### src/rtl/apb_req_arbiter.sv
// Two-requester round-robin arbiter feeding one registered command stream to the APB manager.
// Optional WAIT-state timeout with forced completion is built when BUS_ARB_TIMEOUT_EN is defined.
module apb_req_arbiter #(
    parameter int ADDR_W      = 32,
    parameter int DATA_W      = 32
`ifdef BUS_ARB_TIMEOUT_EN
    ,
    parameter int TIMEOUT_CYC = 255
`endif
) (
    input  logic              PCLK,
    input  logic              PRESET,

    input  logic              m0_transfer,
    input  logic              m0_write,
    input  logic [ADDR_W-1:0] m0_addr,
    input  logic [DATA_W-1:0] m0_wdata,
    input  logic [2:0]        m0_strb,
    output logic [DATA_W-1:0] m0_rdata,
    output logic              m0_ready,

    input  logic              m1_transfer,
    input  logic              m1_write,
    input  logic [ADDR_W-1:0] m1_addr,
    input  logic [DATA_W-1:0] m1_wdata,
    input  logic [2:0]        m1_strb,
    output logic [DATA_W-1:0] m1_rdata,
    output logic              m1_ready,

    output logic              s_transfer,
    output logic              s_write,
    output logic [ADDR_W-1:0] s_addr,
    output logic [DATA_W-1:0] s_wdata,
    output logic [2:0]        s_strb,
    input  logic [DATA_W-1:0] s_rdata,
    input  logic              s_ready,

    output logic [1:0]        grant
`ifdef BUS_ARB_TIMEOUT_EN
    ,
    output logic              s_timeout
`endif
);

    typedef enum logic [1:0] {
        IDLE,
        ISSUE,
        WAIT
    } state_t;

    state_t state;
    state_t state_nxt;

    logic   last_grant;   // index of the requester served most recently
    logic   req_any;
    logic   pick_m1;
    logic   launch;
    logic   done;
    logic   timeout_hit;
    logic [DATA_W-1:0] rdata_sel;

    // Round robin: a lone requester always wins; on a tie the one not served last wins.
    assign req_any = m0_transfer | m1_transfer;
    assign pick_m1 = m1_transfer & (~m0_transfer | ~last_grant);
    assign launch  = (state == IDLE) & req_any;

`ifdef BUS_ARB_TIMEOUT_EN
    localparam int CNT_W = (TIMEOUT_CYC < 1) ? 1 : $clog2(TIMEOUT_CYC + 1);

    logic [CNT_W-1:0] wait_cnt;

    // Counts completed WAIT cycles; cleared while in ISSUE so it starts at zero on WAIT entry.
    always_ff @(posedge PCLK or negedge PRESET) begin
        if (!PRESET) begin
            wait_cnt <= '0;
        end else if (state == ISSUE) begin
            wait_cnt <= '0;
        end else if (state == WAIT) begin
            wait_cnt <= wait_cnt + 1'b1;
        end
    end

    assign timeout_hit = (state == WAIT) & ~s_ready & (wait_cnt == CNT_W'(TIMEOUT_CYC));
    assign s_timeout   = timeout_hit;
`else
    assign timeout_hit = 1'b0;
`endif

    // s_ready only counts in WAIT; in IDLE and ISSUE it is deliberately ignored.
    assign done = (state == WAIT) & (s_ready | timeout_hit);

    // NOTE: every signal assigned in always_comb gets a default first so no latch is inferred.
    always_comb begin
        state_nxt = state;
        case (state)
            IDLE:    if (req_any) state_nxt = ISSUE;
            ISSUE:   state_nxt = WAIT;
            WAIT:    if (done) state_nxt = IDLE;
            default: state_nxt = IDLE;
        endcase
    end

    // NOTE: sequential state uses non-blocking assignments so all flops update from pre-edge values.
    always_ff @(posedge PCLK or negedge PRESET) begin
        if (!PRESET) begin
            state      <= IDLE;
            last_grant <= 1'b1;
            s_transfer <= 1'b0;
            s_write    <= 1'b0;
            s_addr     <= '0;
            s_wdata    <= '0;
            s_strb     <= '0;
            grant      <= 2'b00;
        end else begin
            state      <= state_nxt;
            s_transfer <= launch;
            if (launch) begin
                s_write <= pick_m1 ? m1_write : m0_write;
                s_addr  <= pick_m1 ? m1_addr  : m0_addr;
                s_wdata <= pick_m1 ? m1_wdata : m0_wdata;
                s_strb  <= pick_m1 ? m1_strb  : m0_strb;
                grant   <= pick_m1 ? 2'b10 : 2'b01;
            end
            if (done) begin
                last_grant <= grant[1];
                grant      <= 2'b00;
            end
        end
    end

    // Completion is combinational so the requester sees ready in the same cycle as s_ready.
    assign rdata_sel = timeout_hit ? DATA_W'(32'hDEAD_BEEF) : s_rdata;
    assign m0_ready  = done & grant[0];
    assign m1_ready  = done & grant[1];
    assign m0_rdata  = m0_ready ? rdata_sel : '0;
    assign m1_rdata  = m1_ready ? rdata_sel : '0;

endmodule

### config.mk
export PLATFORM = sky130hd
export DESIGN_NAME = apb_req_arbiter
export DESIGN_NICKNAME = d
export VERILOG_FILES = /design/src/rtl/apb_req_arbiter.sv
export SDC_FILE = /design/constraint.sdc
export NUM_CORES = 1
export LEC_CHECK = 0
export ABC_AREA = 1
export CAP_MARGIN = 20
export CORE_AREA = 2 2 119 121
export CTS_CLUSTER_DIAMETER = 40
export DETAILED_ROUTE_END_ITERATION = 6
export DIE_AREA = 0 0 121 123
export PLACE_DENSITY = 0.83
export SLEW_MARGIN = 10
export SYNTH_ARGS = -nofsm -noshare
export SYNTH_HDL_FRONTEND = slang
export SYNTH_SLANG_ARGS = --single-unit
### constraint.sdc
create_clock -name PCLK -period 1.3 [get_ports PCLK]
set_input_delay 0.13 -clock PCLK [delete_from_list [all_inputs] [get_ports PCLK]]
set_output_delay 0.13 -clock PCLK [all_outputs]
set_load 0.01 [all_outputs]
==> summary.txt <==
Yosys
  • Synth Area in Simple Gates: 39.6%
  • Share of Yosys cell area claimed by the top area cell type: 40.6%
  • Synthesis warning total: 0
  • Post-synthesis mux area share: 0%
  • Arithmetic-cell share of the synthesized area counting full adders, half adders and majority gates: 0%
  • Cell taking the most area after synthesis: sky130_fd_sc_hd__dfrtp_1
  • Synthesized net count: between 800 and 900
  • Top cells by area in the synthesized netlist: sky130_fd_sc_hd__dfrtp_1, sky130_fd_sc_hd__nand2_1, sky130_fd_sc_hd__nand3_1
  • Area fraction in compound gates after synthesis: 0.195%
  • Register bit total from synthesis: 74
  • Post-Synthesis Mean Instance Area: between 6 and 7 um2
  • Netlist area before placement: 4500 um2
  • Sequential element share of the synthesized area: 41.2%
  • Unique cell type count in the Yosys netlist: 11
  • Xor-xnor portion of the synthesized cell area: 0%
  • Combinational family with the most area after synthesis: simple AND/OR/NAND/NOR gates
  • Number of instances in the synthesized netlist: 716

Detailed routing
  • Routed via count divided by cell count: 4.76
  • First DRT Iteration DRCs: 273
  • DRC: 0
  • Total wire length: 21000 um
  • Final antenna-violating net count: 0
  • Average routed wire per standard cell: 16.8 um
  • Routed vias: 5941
  • DR pass1 iterations: 5

Status
  • Violations in the final reports: setup timing
  • Status: finished, violations left

Global routing
  • Global routing's busiest layer: met2
  • GRT met1 Usage: roughly 27%
  • GR Overflow Total: 0
  • Number of antenna violations at the first check in global routing: 1
  • Wire length of the first global-routing pass: between 30000 and 40000 um
  • Met3 global-route usage: 7.93%
  • All-layer global routing usage: about a quarter
  • Via count of the first global-routing pass: slightly below 6000
  • Maximum number of pins on one net before global-route repair: between 70 and 80
  • Met2 Resource Use GR: 49.7%

Cells and area
  • Layout net count: 1233
  • Commonest cells after routing, fill and taps aside: sky130_fd_sc_hd__inv_1, sky130_fd_sc_hd__clkdlybuf4s50_1, sky130_fd_sc_hd__nand2_1
  • Fin cells: 1247
  • Final standard cell area without fillers: 9700 um2
  • Number of inserted filler cells in the final layout: just over 1000
  • Synthesis-to-layout area growth: 116%
  • Share of cells above drive strength 1: 31.5%

Clock network
  • Buffer depth of the longest clock path: 2
  • Sink Count: 74
  • Latest clock arrival within the worst-skew pair: 0.33 ns
  • Number of buffers added by the clock tree synthesis step: 9
  • Root buffer selected by CTS: sky130_fd_sc_hd__clkbuf_16
  • H-tree depth: 3
  • Reg clk slew, reported paths: 0.06 ns
  • TritonCTS clock tree: built

Setup path
  • Endpoint class of the critical path: primary output
  • CP startpoint kind: register
  • Required time at the endpoint of the critical path: approximately 1.2 ns
  • Critical path class: register to primary output
  • Crit Reg-Reg Startpoint: state[1]
  • Worst R2R Path Depth: 9
  • Largest fanout on the critical path: 8
  • Register-to-register path setup slack: -0.23 ns
  • Critical path endpoint: m1_rdata[1]
  • Critical Path Start: state[0]
  • RR Endpoint: grant[0]
  • Worst EP arrival: 1.51 ns

Timing
  • Slew @ Worst Pin: 0.401 ns
  • Final Cycle Share: 126%
  • Setup repair after global routing missed its margin: true
  • FMAX: between 600 and 700 MHz
  • Final hold slack: 0.254 ns
  • Slew Limit Fails: 0
  • Period minus WS final: roughly 1.6 ns
  • Count of final setup violators: around 140
  • Count of endpoints failing hold in the final timing report: 0
  • Post-route clock skew: 0.00766 ns
  • Rel. slew slack: 73.3%
  • Fin worst setup slack: -0.342 ns

Power and ir drop
  • Net switching fraction of the power: 41.1%
  • Sequential share of power: 24.5%
  • Net load switching power: roughly 7.4 mW
  • Static power due to leakage: approximately 5.3 nW
  • Combinational power share: approximately 62%
  • Peak supply drop: approximately 850 uV
  • Post-route total power: ~18 mW
  • Cell area power density: 1860 nW/um2
  • Internal: 10.7 mW
  • Portion of total power attributed to the clock network: about 14%

Job
  • Maximum capacitance violations: 0

Placement
  • Placed cell count: around 1200
  • Final weighted congestion in routability-driven placement: 0.808
  • Number of port buffers: 309
  • Setup Slack @ Placement: -0.585 ns
  • HPWL after detailed placement: 12100 um
  • Total cell area at the placement stage: around 7900 um2

Floorplanning
  • DIE WIDTH: around 120 um
  • Initial core utilization: 33.0%
  • Top Ports: 310
  • Y dimension of the die: 123 um
  • Area of the core: roughly 14000 um2
  • Die Area: 14900 um2
  • Core Rows: 43

Worst hold path
  • Class of the most critical hold timing path: primary input to register
==> flip-flops by register name, summed over array words and instances (netlist names) <==
signal      cells
s_addr         32
s_wdata        32
s_strb          3
grant           2
state           2
last_grant      1
s_transfer      1
s_write         1
==> kinds of logic (layout without fill, tap and decap cells) <==
family | Yosys count | after routing
simple gates | 425 | 425
buf+inv | 216 | 565
flops | 74 | 74
compound gates | 1 | 1
other cells | 0 | 2
==> final cells by class <==
cell class	count	area [um2]	area share, %
timing repair buffer	375	3920	40.4
multi-input combinational	426	2730	28.1
sequential	74	1850	19.1
inverter	174	673	6.94
clock buffer	12	246	2.54
tap	180	225	2.32
clock inverter	4	51.3	0.529
antenna	2	5.00	0.0516
==> power groups by stage <==
| stage | Combinational (mW) | Sequential, mW | Clock (mW) |
|---|---|---|---|
| after floorplan | 2.72 | 4.62 | 0 |
| after global placement | 7.53 | 4.09 | 0 |
| after detailed placement | 7.65 | 4.11 | 0 |
| after CTS | 10.7 | 4.21 | 2.53 |
| after global routing | 11.9 | 4.55 | 2.66 |
| final | 11.2 | 4.43 | 2.50 |
==> worst min path at each step <==
stage | end | start | cells after the start | slack (ns)
3_3_place_gp | s_addr[23] | PRESET | 2 | 0.18
6_report | state[0] | m1_transfer | 3 | 0.25
2_1_floorplan | grant[0] | PRESET | 0 | -0.17
5_1_grt | state[0] | m1_transfer | 3 | 0.27
4_1_cts | state[0] | m1_transfer | 3 | 0.24
3_5_place_dp | s_addr[23] | PRESET | 2 | 0.17
==> synth_stat cells, drive strengths merged <==
cell      n
nand2   214
inv     174
nand3   140
dfrtp    73
nor2     71
buf      34
clkbuf    8
dfstp     1
o21ai     1
==> through the flow <==
step,setup TNS (ns),utilization [%]
floorplan,0,-
global placement,-43.79,58.3
detailed placement,-45.13,58.3
CTS,-37.34,67.2
global route,-36.68,71.2
finish,-27.67,71.3
==> what timing repair did <==
action	CTS	global route
gates cloned	23	3
hold buffers	1	0
hold endpoints to repair	73	0
pin swaps	59	94
endpoints found under the setup margin	197	139
resized for setup	453	193
buffers inserted	22	8
==> critical path, cell delays in order, from the launching register on <==
cell                      delay, ns
sky130_fd_sc_hd__dfrtp_1       0.39
sky130_fd_sc_hd__inv_2         0.08
sky130_fd_sc_hd__nand3_4       0.08
sky130_fd_sc_hd__inv_6         0.09
sky130_fd_sc_hd__nand2_8       0.10
sky130_fd_sc_hd__buf_16        0.17
sky130_fd_sc_hd__nor2_1        0.12
sky130_fd_sc_hd__buf_2         0.15
==> per-layer routing <==
| metal | vias to the layer above | routed length (um) |
|---|---|---|
| met5 | - | 0 |
| met4 | 0 | 652 |
| li1 | 2789 | - |
| met1 | 2798 | 7070 |
| met3 | 47 | 1860 |
| met2 | 307 | 11400 |
Note: power is estimated with default switching activity, not from simulation.
